==> config.mk <==
export PLATFORM = sky130hd
export DESIGN_NAME = fpnew_slice_out_arbiter
export DESIGN_NICKNAME = d
export VERILOG_FILES = /design/src/rtl/fpnew_slice_out_arbiter.sv
export SDC_FILE = /design/constraint.sdc
export NUM_CORES = 1
export LEC_CHECK = 0
export BUFFER_PORTS_ARGS = -buffer_cell sky130_fd_sc_hd__buf_2
export CORE_UTILIZATION = 40
export CTS_CLUSTER_SIZE = 8
export DETAILED_ROUTE_END_ITERATION = 8
export HOLD_SLACK_MARGIN = 0.08
export PLACE_DENSITY = 0.77
export SLEW_MARGIN = 0
export SYNTH_ARGS = -nofsm -noshare
export SYNTH_HDL_FRONTEND = slang
export SYNTH_SLANG_ARGS = --single-unit
==> constraint.sdc <==
create_clock -name clk_i -period 2.1 [get_ports clk_i]
set_input_delay 0.315 -clock clk_i [delete_from_list [all_inputs] [get_ports clk_i]]
set_output_delay 0.315 -clock clk_i [all_outputs]
set_load 0.01 [all_outputs]
==> src/rtl/fpnew_slice_out_arbiter.sv <==
// Output collection stage for the format slices of one opgroup: a round-robin
// arbiter feeding a single registered output stage with a valid/ready handshake.
module fpnew_slice_out_arbiter #(
    parameter int unsigned NumSlices = 4,
    parameter int unsigned Width     = 32,
    parameter int unsigned IDX_W     = (NumSlices > 1) ? $clog2(NumSlices) : 1
) (
    input  logic                       clk_i,
    input  logic                       rst_i,
    input  logic [NumSlices-1:0]       slice_valid_i,
    output logic [NumSlices-1:0]       slice_ready_o,
    input  logic [NumSlices*Width-1:0] slice_result_i,
    input  logic [NumSlices*5-1:0]     slice_status_i,
    input  logic [NumSlices-1:0]       slice_ext_bit_i,
    input  logic [NumSlices-1:0]       slice_tag_i,
    input  logic                       flush_i,
    output logic [Width-1:0]           result_o,
    output logic [4:0]                 status_o,
    output logic                       extension_bit_o,
    output logic                       tag_o,
    output logic [IDX_W-1:0]           slice_idx_o,
    output logic                       out_valid_o,
    input  logic                       out_ready_i,
    output logic                       busy_o
);

    logic                 valid_q;
    logic [IDX_W-1:0]     rr_q;
    logic [Width-1:0]     result_q;
    logic [4:0]           status_q;
    logic                 ext_q;
    logic                 tag_q;
    logic [IDX_W-1:0]     idx_q;

    logic [NumSlices-1:0] grant;
    logic [IDX_W-1:0]     grant_idx;
    logic                 grant_vld;
    logic [IDX_W-1:0]     cand_idx;
    logic                 load_en;
    logic                 load_ok;
    logic                 transfer;

    // Slice index reached by stepping 'off' positions past 'base', wrapping at NumSlices.
    function automatic logic [IDX_W-1:0] wrap_idx(input int unsigned base, input int unsigned off);
        return IDX_W'((base + off) % NumSlices);
    endfunction

    // NOTE: every variable assigned in always_comb gets a default first so no latch is inferred.
    always_comb begin
        grant     = '0;
        grant_idx = '0;
        grant_vld = 1'b0;
        cand_idx  = '0;
        for (int k = 0; k < NumSlices; k++) begin
            cand_idx = wrap_idx(int'(rr_q), k);
            if (!grant_vld && slice_valid_i[cand_idx]) begin
                grant_vld = 1'b1;
                grant_idx = cand_idx;
            end
        end
        grant[grant_idx] = grant_vld;
    end

    // Reset and flush both block the slice handshake so no beat can be lost.
    assign load_en       = ~valid_q | out_ready_i;
    assign load_ok       = load_en & ~flush_i & ~rst_i;
    assign transfer      = load_ok & grant_vld;
    assign slice_ready_o = grant & {NumSlices{load_ok}};

    // NOTE: sequential state uses non-blocking assignments only, so all flops see pre-edge values.
    always_ff @(posedge clk_i) begin
        if (rst_i) begin
            valid_q  <= 1'b0;
            rr_q     <= '0;
            result_q <= '0;
            status_q <= '0;
            ext_q    <= 1'b0;
            tag_q    <= 1'b0;
            idx_q    <= '0;
        end else if (flush_i) begin
            valid_q <= 1'b0;
        end else if (transfer) begin
            valid_q  <= 1'b1;
            rr_q     <= wrap_idx(int'(grant_idx), 1);
            result_q <= slice_result_i[int'(grant_idx)*Width +: Width];
            status_q <= slice_status_i[int'(grant_idx)*5 +: 5];
            ext_q    <= slice_ext_bit_i[grant_idx];
            tag_q    <= slice_tag_i[grant_idx];
            idx_q    <= grant_idx;
        end else if (valid_q && out_ready_i) begin
            valid_q <= 1'b0;
        end
    end

    assign out_valid_o     = valid_q;
    assign result_o        = result_q;
    assign status_o        = status_q;
    assign extension_bit_o = ext_q;
    assign tag_o           = tag_q;
    assign slice_idx_o     = idx_q;
    assign busy_o          = valid_q | (|slice_valid_i);

endmodule

==> summary.md, run 1 <==
| Metric | Value |
|---|---|
| Hold Violations, Final | `0` |
| WL per Instance | `14.8 um` |
| FP Rows | `29` |
| Fraction of layout instances using a drive strength above 1 | `57.3%` |
| Cell area after layout | `4010 um2` |
| TritonRoute pass-1 iters | `4` |
| Inserted Diodes | `0` |
| Worst slew pin tran | `0.360 ns` |
| Synth Instances | `258` |
| Fin. max-slew vios | `0` |
| Crit path max-delay cell type | `dfxtp_1` |
| DR DRC count | `0` |
| Synth Cell Area | `2760 um2` |
| Yosys warns | `0` |
| Final period util | `94.3%` |
| Synth Flop Type | `dfxtp_1` |
| Worst slew margin | `75.8%` |
| Max VDD drop | `347 uV` |
| Max-Cap Viols | `0` |
| RSZ-0062 raised after global routing | `no` |
| Most area-consuming cells after synthesis | `dfxtp_1 32%, mux2i_1 29%, o221ai_2 15%, buf_6 5.3%, nand2_1 5.3%` |
| Pwr/cell area | `592 nW/um2` |
| Yosys top cell area share | `31.9%` |
| Hold slack | `0.200 ns` |
| Cts bufs inserted | `5` |
| Chip Height | `85.1 um` |
| Root Buffer | `clkbuf_8` |
| Global-route wire length before repair | `12000 um` |
| Placed Instance Area | `3820 um2` |
| CP max stage delay | `0.38 ns` |
| TritonCTS clock tree | `yes` |
| Req. time, crit path | `1.78 ns` |
| Die ar. | `7240 um2` |
| CP arrival | `1.66 ns` |
| Finished Layout Cells | `541` |
| Die X-Extent | `85.1 um` |
| Clock Path Buffers | `2` |
| Vias in the first global route | `2667` |
| Post-DP HPWL | `6110 um` |
| Leak | `1.97 nW` |
| Syn-to-layout area delta | `45.2%` |
| Gpl congestion | `0.765` |
| Syn Nets | `422` |
| Core area | `6490 um2` |
| Setup TNS | `0 ns` |
| Routed Antenna Nets | `0` |
| Initial core utilization | `42.5%` |
| HP Class | `input port to register` |
| Initial DRC count | `43` |
| Max Fclk | `0.505 GHz` |
| Post-synth EDFFs | `0` |
| Crit-path max FO | `4` |
| Pwr Total | `2.37 mW` |
| Cells after DPL | `530` |
| Seq/Total Area, Yosys | `31.9%` |
| Clk slew on worst S/H paths | `0.09 ns` |
| Clock sinks | `44` |
| CP Class | `register to output port` |
| Register bit total from synthesis | `44` |
| Minimum clock period | `1.98 ns` |
| Number of port buffers | `210` |
| WL final | `8020 um` |
| Most common cell after layout, fill and taps aside | `buf_2` |
| Remaining global-route overflow | `0` |
| Most frequent cells in the layout | `210 x buf_2, 79 x mux2i_1, 44 x dfxtp_1` |
| # H-tree levels | `2` |
| Status | `complete, no violations` |
| Top Ports | `211` |
| Worst-Skew Late Latency | `0.29 ns` |
| Clock Skews | `0.0114 ns` |
| Fraction of registers with async set/reset | `0%` |
| Crit path cell chain | `nor2b_1 > o21a_1 > nor3_4 > nand2b_4 > nor2_1 > buf_2` |
| Syn avg cell area | `10.7 um2` |
| Crit path capture type | `output port` |
| Yosys cell types | `27` |
| CP Launch Type | `register` |
| GRT Util Overall | `20.6%` |
| Synth area leader | `dfxtp_1` |
| Initial antenna violation count | `0` |
| Routed via count | `2819` |
| Number of buffers and inverters on the critical path | `1` |
| Largest net degree at the start of global routing | `40` |
| Endpoints failing setup | `0` |
| Family with the most delay on the worst path | `simple AND/OR/NAND/NOR gates` |
| Final nets | `627` |
| Vias per Instance | `5.21` |
[report_power, final]
part / total, mW / switching, mW / internal (mW)
sequential: 0.969 / 0.0462 / 0.923
clock: 0.564 / 0.297 / 0.267
combinational: 0.840 / 0.406 / 0.434
[flip-flops by register name, indices dropped and copies added (netlist names)]
register,count
extension_bit_o,1
out_valid_o,1
result_o,32
rr_q,2
slice_idx_o,2
status_o,5
tag_o,1
[synthesized netlist by cell type, types with 3 or more instances]
master    number
a21oi_1        4
mux2i_1       79
nor2_1         7
o221ai_2      28
dfxtp_1       44
nand2b_1       4
buf_2          4
o221ai_1      11
nand2_1       39
nor2b_1        4
buf_4          3
buf_6         13
[metal layers]
layer / global-route usage [%] / part of all wire [%]
met1: 23.0 / 40
met5: 0 / 0
met4: 6.47 / 1.5
met2: 39.1 / 52
met3: 3.89 / 6.1
[path summary, 6_finish.rpt]
path / from / to / slack [ns] / cells past startpoint
max reg2reg: rr_q[0] / result_o[15] / 0.22 / 7
min reg2reg: status_o[4] / status_o[4] / 0.46 / 2
min: flush_i / out_valid_o / 0.20 / 2
max: rr_q[0] / slice_ready_o[0] / 0.12 / 6
[through the flow]
stage	worst slack, ns	utilization, %
after floorplan	0.410	-
final	0.120	61.7
after detailed placement	0.115	58.8
after CTS	0.0286	60.8
after global routing	0.0146	61.7
after global placement	0.201	58.8
[kinds of logic (layout without fill, tap and decap cells)]
group	Yosys count	count (layout)	share of synthesized area (%)
XOR/XNOR	1	1	0.317
AO/OA/AOI/OAI	48	48	21.0
buffers and inverters	26	232	8.07
multiplexers	79	79	28.6
AND/OR/NAND/NOR	60	60	10.1
flip-flops	44	44	31.9
[layout make-up]
class | count | area, um2
inverters | 3 | 11.3
multi-input cells | 188 | 1700
clock inverters | 2 | 15.0
repair buffers | 221 | 1230
clock buffers | 6 | 82.6
well taps | 77 | 96.3
flip-flops and latches | 44 | 881
fillers | 562 | 2490
[timing repair]
action,in CTS,in global routing
cloned,1,1
hold buffers,0,0
resized for setup,1,4
buffers inserted,0,1
setup endpoints to repair,3,3
pin swaps,0,1
No activity file was read; power rests on OpenSTA's default activity.
==> run 2, diff against run 1 <==
Clock period 2.1 ns to 1.9 ns, I/O delays scaled along.
==> summary.md, run 2 (synthesized netlist as in run 1, its figures left out) <==
| Metric | Value |
|---|---|
| Crit path capture type | `output port` |
| TritonCTS clock tree | `yes` |
| Hold Violations, Final | `0 (unchanged)` |
| Initial core utilization | `42.5% (unchanged)` |
| Status | `complete, no violations` |
| WHS Path Cells | `2 (unchanged)` |
| Routed Antenna Nets | `0 (unchanged)` |
| Routed via count | `2853 (+1.2%)` |
| WL per Instance | `14.8 um (about the same)` |
| Global-route wire length before repair | `12900 um (+7.2%)` |
| HP Class | `input port to register` |
| Pwr/cell area | `638 nW/um2 (+7.8%)` |
| CTS Hold Bufs | `0 (unchanged)` |
| Inserted Diodes | `0 (unchanged)` |
| Initial antenna violation count | `0 (unchanged)` |
| Minimum clock period | `1.84 ns` |
| Final period util | `96.7%` |
| Worst-Skew Late Latency | `0.28 ns (about the same)` |
| Fraction of layout instances using a drive strength above 1 | `58.9% (+1.5 points)` |
| Placed Instance Area | `3880 um2 (+1.6%)` |
| Worst Min Path Start | `flush_i` |
| R2R Path End | `result_o[7]` |
| Chip Height | `85.1 um (unchanged)` |
| RSZ-0062 raised after global routing | `yes` |
| Max-Cap Viols | `0 (unchanged)` |
| Pwr Total | `2.64 mW (+11%)` |
| CP Class | `register to output port` |
| Die X-Extent | `85.1 um (unchanged)` |
| Clock Path Buffers | `2 (unchanged)` |
| WL final | `8170 um (+1.9%)` |
| Initial DRC count | `88 (+100%)` |
| Largest net degree at the start of global routing | `38 (-5.0%)` |
| Final nets | `637 (+1.6%)` |
| Reg2reg start | `rr_q[0]` |
| Vias in the first global route | `2828 (+6.0%)` |
| Worst slew margin | `73.5% (-2.3 points)` |
| Clock Skews | `0.00186 ns (-0.00953 ns)` |
| GRT Util Overall | `22.1% (+1.5 points)` |
| Gpl congestion | `0.816 (+6.6%)` |
| Req. time, crit path | `1.62 ns (-0.16 ns)` |
| Setup TNS | `0 ns (unchanged)` |
| Worst slack, placed | `-0.0213 ns (-0.136 ns)` |
| Cell area after layout | `4140 um2 (+3.3%)` |
| Syn-to-layout area delta | `49.9%` |
| Post-DP HPWL | `6220 um (+1.8%)` |
| CP Launch Type | `register` |
| R2R Setup Slk | `0.13 ns (-0.09 ns)` |
| Worst setup margin | `0.0633 ns (-0.0568 ns)` |
| Die ar. | `7240 um2 (unchanged)` |
| FP Rows | `29 (unchanged)` |
| Crit-path max FO | `7 (+3)` |
| Worst slew pin tran | `0.395 ns (+0.0348 ns)` |
| Vias per Instance | `5.18 (-0.63%)` |
| Leak | `2.03 nW (+3.3%)` |
| # H-tree levels | `2 (unchanged)` |
| Reg2Reg Depth | `7 (unchanged)` |
| Remaining global-route overflow | `0 (unchanged)` |
| Most common cell after layout, fill and taps aside | `buf_2` |
| Clk slew on worst S/H paths | `0.08 ns (about the same)` |
| Clock sinks | `44 (unchanged)` |
| Max Fclk | `0.544 GHz` |
| Fin. max-slew vios | `0 (unchanged)` |
| CP arrival | `1.55 ns (-0.11 ns)` |
| TritonRoute pass-1 iters | `4 (unchanged)` |
| Max FFs per register | `32 (unchanged)` |
| Number of port buffers | `210 (unchanged)` |
| Most frequent cells in the layout | `210 x buf_2, 79 x mux2i_1, 42 x dfxtp_1` |
| DR DRC count | `0 (unchanged)` |
| Cts bufs inserted | `5 (unchanged)` |
| Endpoints failing setup | `0 (unchanged)` |
| Max VDD drop | `338 uV (-2.7%)` |
| Root Buffer | `clkbuf_8` |
| Top Ports | `211 (unchanged)` |
| Worst hold path endpoint | `out_valid_o` |
| Core area | `6490 um2 (unchanged)` |
==> run 2: layout make-up <==
class	count	area, um2
fill	524	2350
timing repair buffer	231	1350
tap	77	96.3
inverter	3	11.3
clock buffer	8	90.1
sequential	44	886
multi-input combinational	188	1710
==> run 2: worst max path at each step <==
stage / startpoint / endpoint / slack [ns] / depth (start not counted)
final: rr_q[0] / slice_ready_o[1] / 0.06 / 7
after global routing: rr_q[0] / slice_ready_o[3] / -0.03 / 7
after CTS: rr_q[0] / slice_ready_o[3] / 0.02 / 7
after detailed placement: slice_valid_i[0] / result_o[7] / -0.02 / 7
after global placement: slice_valid_i[1] / slice_ready_o[2] / 0.08 / 8
after floorplan: slice_valid_i[0] / slice_ready_o[0] / 0.27 / 8
==> run 2: metrics by stage <==
| stage | hold WS, ns | util, % | std cells |
|---|---|---|---|
| after CTS | 0.166 | 62.4 | 543 |
| after floorplan | 0.354 | - | 258 |
| after detailed placement | 0.449 | 59.7 | 533 |
| after global routing | 0.163 | 63.7 | 551 |
| after global placement | 0.440 | 59.7 | 533 |
| final | 0.175 | 63.7 | 551 |
==> run 2: critical path, cell delays in order, from the launching register on <==
cell	delay [ns]
dfxtp_2	0.34
nor2b_1	0.07
o21a_1	0.18
nor3_2	0.22
buf_4	0.19
nand2_8	0.07
nor2_2	0.07
buf_2	0.12
==> run 2: timing repair <==
action	4_1_cts	5_1_grt
gates resized for setup	4	8
endpoints found under the hold margin	0	0
setup buffers	0	8
gates cloned	2	0
pin swaps	2	3
endpoints found under the setup margin	4	4
==> run 2: per-layer routing <==
| metal | track usage (%) | share of wire [%] | vias to the layer above |
|---|---|---|---|
| met5 | 0 | 0 | - |
| li1 | - | - | 1406 |
| met3 | 4.28 | 6.2 | 10 |
| met2 | 42.5 | 55 | 117 |
| met4 | 7.70 | 0.97 | 0 |
| met1 | 23.9 | 38 | 1320 |
==> run 2: power breakdown <==
| part | switching [mW] | internal (mW) | leakage (nW) | total (mW) |
|---|---|---|---|---|
| clock | 0.299 | 0.297 | 0.0455 | 0.596 |
| combinational | 0.457 | 0.517 | 1.62 | 0.974 |
| sequential | 0.0502 | 1.02 | 0.363 | 1.07 |
==> run 3, diff against run 2 <==
Settings changed: CORE_UTILIZATION 40 to 37, CTS_BUF_LIST set to sky130_fd_sc_hd__clkbuf_2 sky130_fd_sc_hd__clkbuf_4 sky130_fd_sc_hd__clkbuf_8, PLACE_DENSITY 0.77 to 0.75.
Clock period 1.9 ns to 1.59 ns, I/O delays scaled along.
==> summary.md, run 3 (synthesized netlist as in run 1, its figures left out) <==
| Metric | Value |
|---|---|
| Switching share of power | `31.1% (+0.58 points)` |
| Clock sinks | `44 (unchanged)` |
| Fraction of layout instances using a drive strength above 1 | `68.9% (+10 points)` |
| WL per Instance | `15.2 um (+2.6%)` |
| Gpl congestion | `0.783 (-4.0%)` |
| RSZ-0062 raised after global routing | `yes` |
| Crit-path max FO | `6 (-1)` |
| WL final | `9100 um (+11%)` |
| Cell area after layout | `4750 um2 (+15%)` |
| Initial DRC count | `62 (-30%)` |
| Pwr/cell area | `728 nW/um2 (+14%)` |
| Final period util | `112%` |
| Clk slew on worst S/H paths | `0.08 ns (about the same)` |
| Post-DP HPWL | `6550 um (+5.2%)` |
| Worst setup margin | `-0.190 ns (-0.253 ns)` |
| Failing checks | `setup timing` |
| DR DRC count | `0 (unchanged)` |
| Chip Height | `88.4 um (+3.9%)` |
| Core area | `7210 um2 (+11%)` |
| Fin. max-slew vios | `0 (unchanged)` |
| Clock Skews | `0.00417 ns (+0.00231 ns)` |
| Pwr Total | `3.46 mW (+31%)` |
| Root Buffer | `clkbuf_8` |
| Hold Violations, Final | `0 (unchanged)` |
| Initial core utilization | `38.3% (-4.2 points)` |
| CP Class | `register to output port` |
| P_sw | `1.08 mW (+34%)` |
| CTS Hold Bufs | `0 (unchanged)` |
| Largest net degree at the start of global routing | `23 (-39%)` |
| Post-layout util | `65.9% (+2.1 points)` |
| Max Fclk | `0.562 GHz` |
| Die ar. | `7810 um2 (+7.9%)` |
| CP arrival | `1.54 ns (about the same)` |
| Routed via count | `2989 (+4.8%)` |
| Top Ports | `211 (unchanged)` |
| Status | `finished with violations` |
| Clock Path Buffers | `2 (unchanged)` |
| Worst slew margin | `80.3% (+6.9 points)` |
| Max-Cap Viols | `0 (unchanged)` |
| Remaining global-route overflow | `0 (unchanged)` |
| Reg area | `886 um2 (unchanged)` |
| GRT Util Overall | `21.1% (-1.0 points)` |
| Number of port buffers | `210 (unchanged)` |
| Placed Instance Area | `4110 um2 (+5.9%)` |
| Clock network power share | `19.5% (-3.1 points)` |
| CP Launch Type | `register` |
| Routed Antenna Nets | `0 (unchanged)` |
| Max VDD drop | `338 uV (+0.29%)` |
| Max FFs per register | `32 (unchanged)` |
| HP Class | `input port to register` |
| Minimum clock period | `1.78 ns` |
| Die X-Extent | `88.4 um (+3.9%)` |
| Vias per Instance | `5.00 (-3.5%)` |
| TritonCTS clock tree | `yes` |
| Worst slew pin tran | `0.293 ns (-0.102 ns)` |
| Gate power share | `43.5% (+6.6 points)` |
| Final nets | `663 (+4.1%)` |
| Initial antenna violation count | `0 (unchanged)` |
| Leak | `2.21 nW (+8.5%)` |
| Global-route wire length before repair | `12700 um (-1.3%)` |
| Cts bufs inserted | `5 (unchanged)` |
| Vias in the first global route | `2858 (+1.1%)` |
| Setup TNS | `-3.21 ns (-3.21 ns)` |
| Pint | `2.38 mW (+30%)` |
| Endpoints failing setup | `42 (+42)` |
| Multi-input gate area | `1990 um2 (+16%)` |
| Crit path capture type | `output port` |
| Req. time, crit path | `1.35 ns (-0.27 ns)` |
| Inserted Diodes | `0 (unchanged)` |
| Filler Cells Inserted | `575 (+9.7%)` |
| Most frequent cells in the layout | `209 x buf_2, 46 x mux2i_1, 42 x dfxtp_1` |
| Sequential Power Share | `37.1% (-3.4 points)` |
| # H-tree levels | `2 (unchanged)` |
| Worst-Skew Late Latency | `0.29 ns (about the same)` |
| FP Rows | `31 (+6.9%)` |
| Syn-to-layout area delta | `72.1%` |
| TritonRoute pass-1 iters | `4 (unchanged)` |
| Most common cell after layout, fill and taps aside | `buf_2` |
run 3: per-stage QoR:
stage / setup slack (ns) / std cells / hold slack [ns]
after floorplan: 0.0279 / 258 / 0.308
after global placement: -0.135 / 577 / 0.424
after detailed placement: -0.201 / 577 / 0.425
after CTS: -0.132 / 596 / 0.105
after global routing: -0.251 / 598 / 0.124
final: -0.190 / 598 / 0.117
run 3: metal layers:
| layer | up-vias | routed length [um] | track usage [%] |
|---|---|---|---|
| li1 | 1460 | - | - |
| met1 | 1384 | 3470 | 21.1 |
| met2 | 129 | 4900 | 42.2 |
| met3 | 16 | 542 | 4.20 |
| met4 | 0 | 180 | 8.06 |
| met5 | - | 0 | 0 |
run 3: power groups by stage:
stage | Clock (mW) | Combinational [mW] | Sequential [mW]
after detailed placement | 0 | 1.18 | 1.31
after global placement | 0 | 1.15 | 1.30
after CTS | 0.701 | 1.36 | 1.28
final | 0.673 | 1.50 | 1.28
after floorplan | 0 | 0.615 | 1.35
after global routing | 0.750 | 1.60 | 1.30
run 3: worst max-delay path, cell delays in order (launching register included):
cell	delay (ns)
dfxtp_4	0.36
nand2b_4	0.14
nor2b_4	0.13
o32a_4	0.24
buf_12	0.16
inv_4	0.06
nor2_2	0.03
buf_2	0.13
run 3: final cells by class:
class | instances | share of cell area [%]
clock inverters | 1 | 0.105
multi-input cells | 188 | 41.8
inverters | 3 | 0.290
clock buffers | 6 | 1.61
flip-flops and latches | 44 | 18.6
well taps | 99 | 2.61
repair buffers | 257 | 35.0
run 3: worst paths after layout:
kind	from	endpoint	slack [ns]	cells past startpoint
hold / removal	flush_i	out_valid_o	0.12	2
setup reg to reg	rr_q[0]	result_o[27]	-0.18	8
hold reg to reg	result_o[8]	result_o[8]	0.47	2
setup / recovery	rr_q[0]	slice_ready_o[2]	-0.19	7
run 3: timing repair:
item / 4_1_cts / 5_1_grt
buffers inserted: 10 / 1
gates cloned: 2 / 1
setup endpoints to repair: 41 / 45
hold endpoints to repair: 0 / 0
pin swaps: 17 / 10
resized for setup: 43 / 42
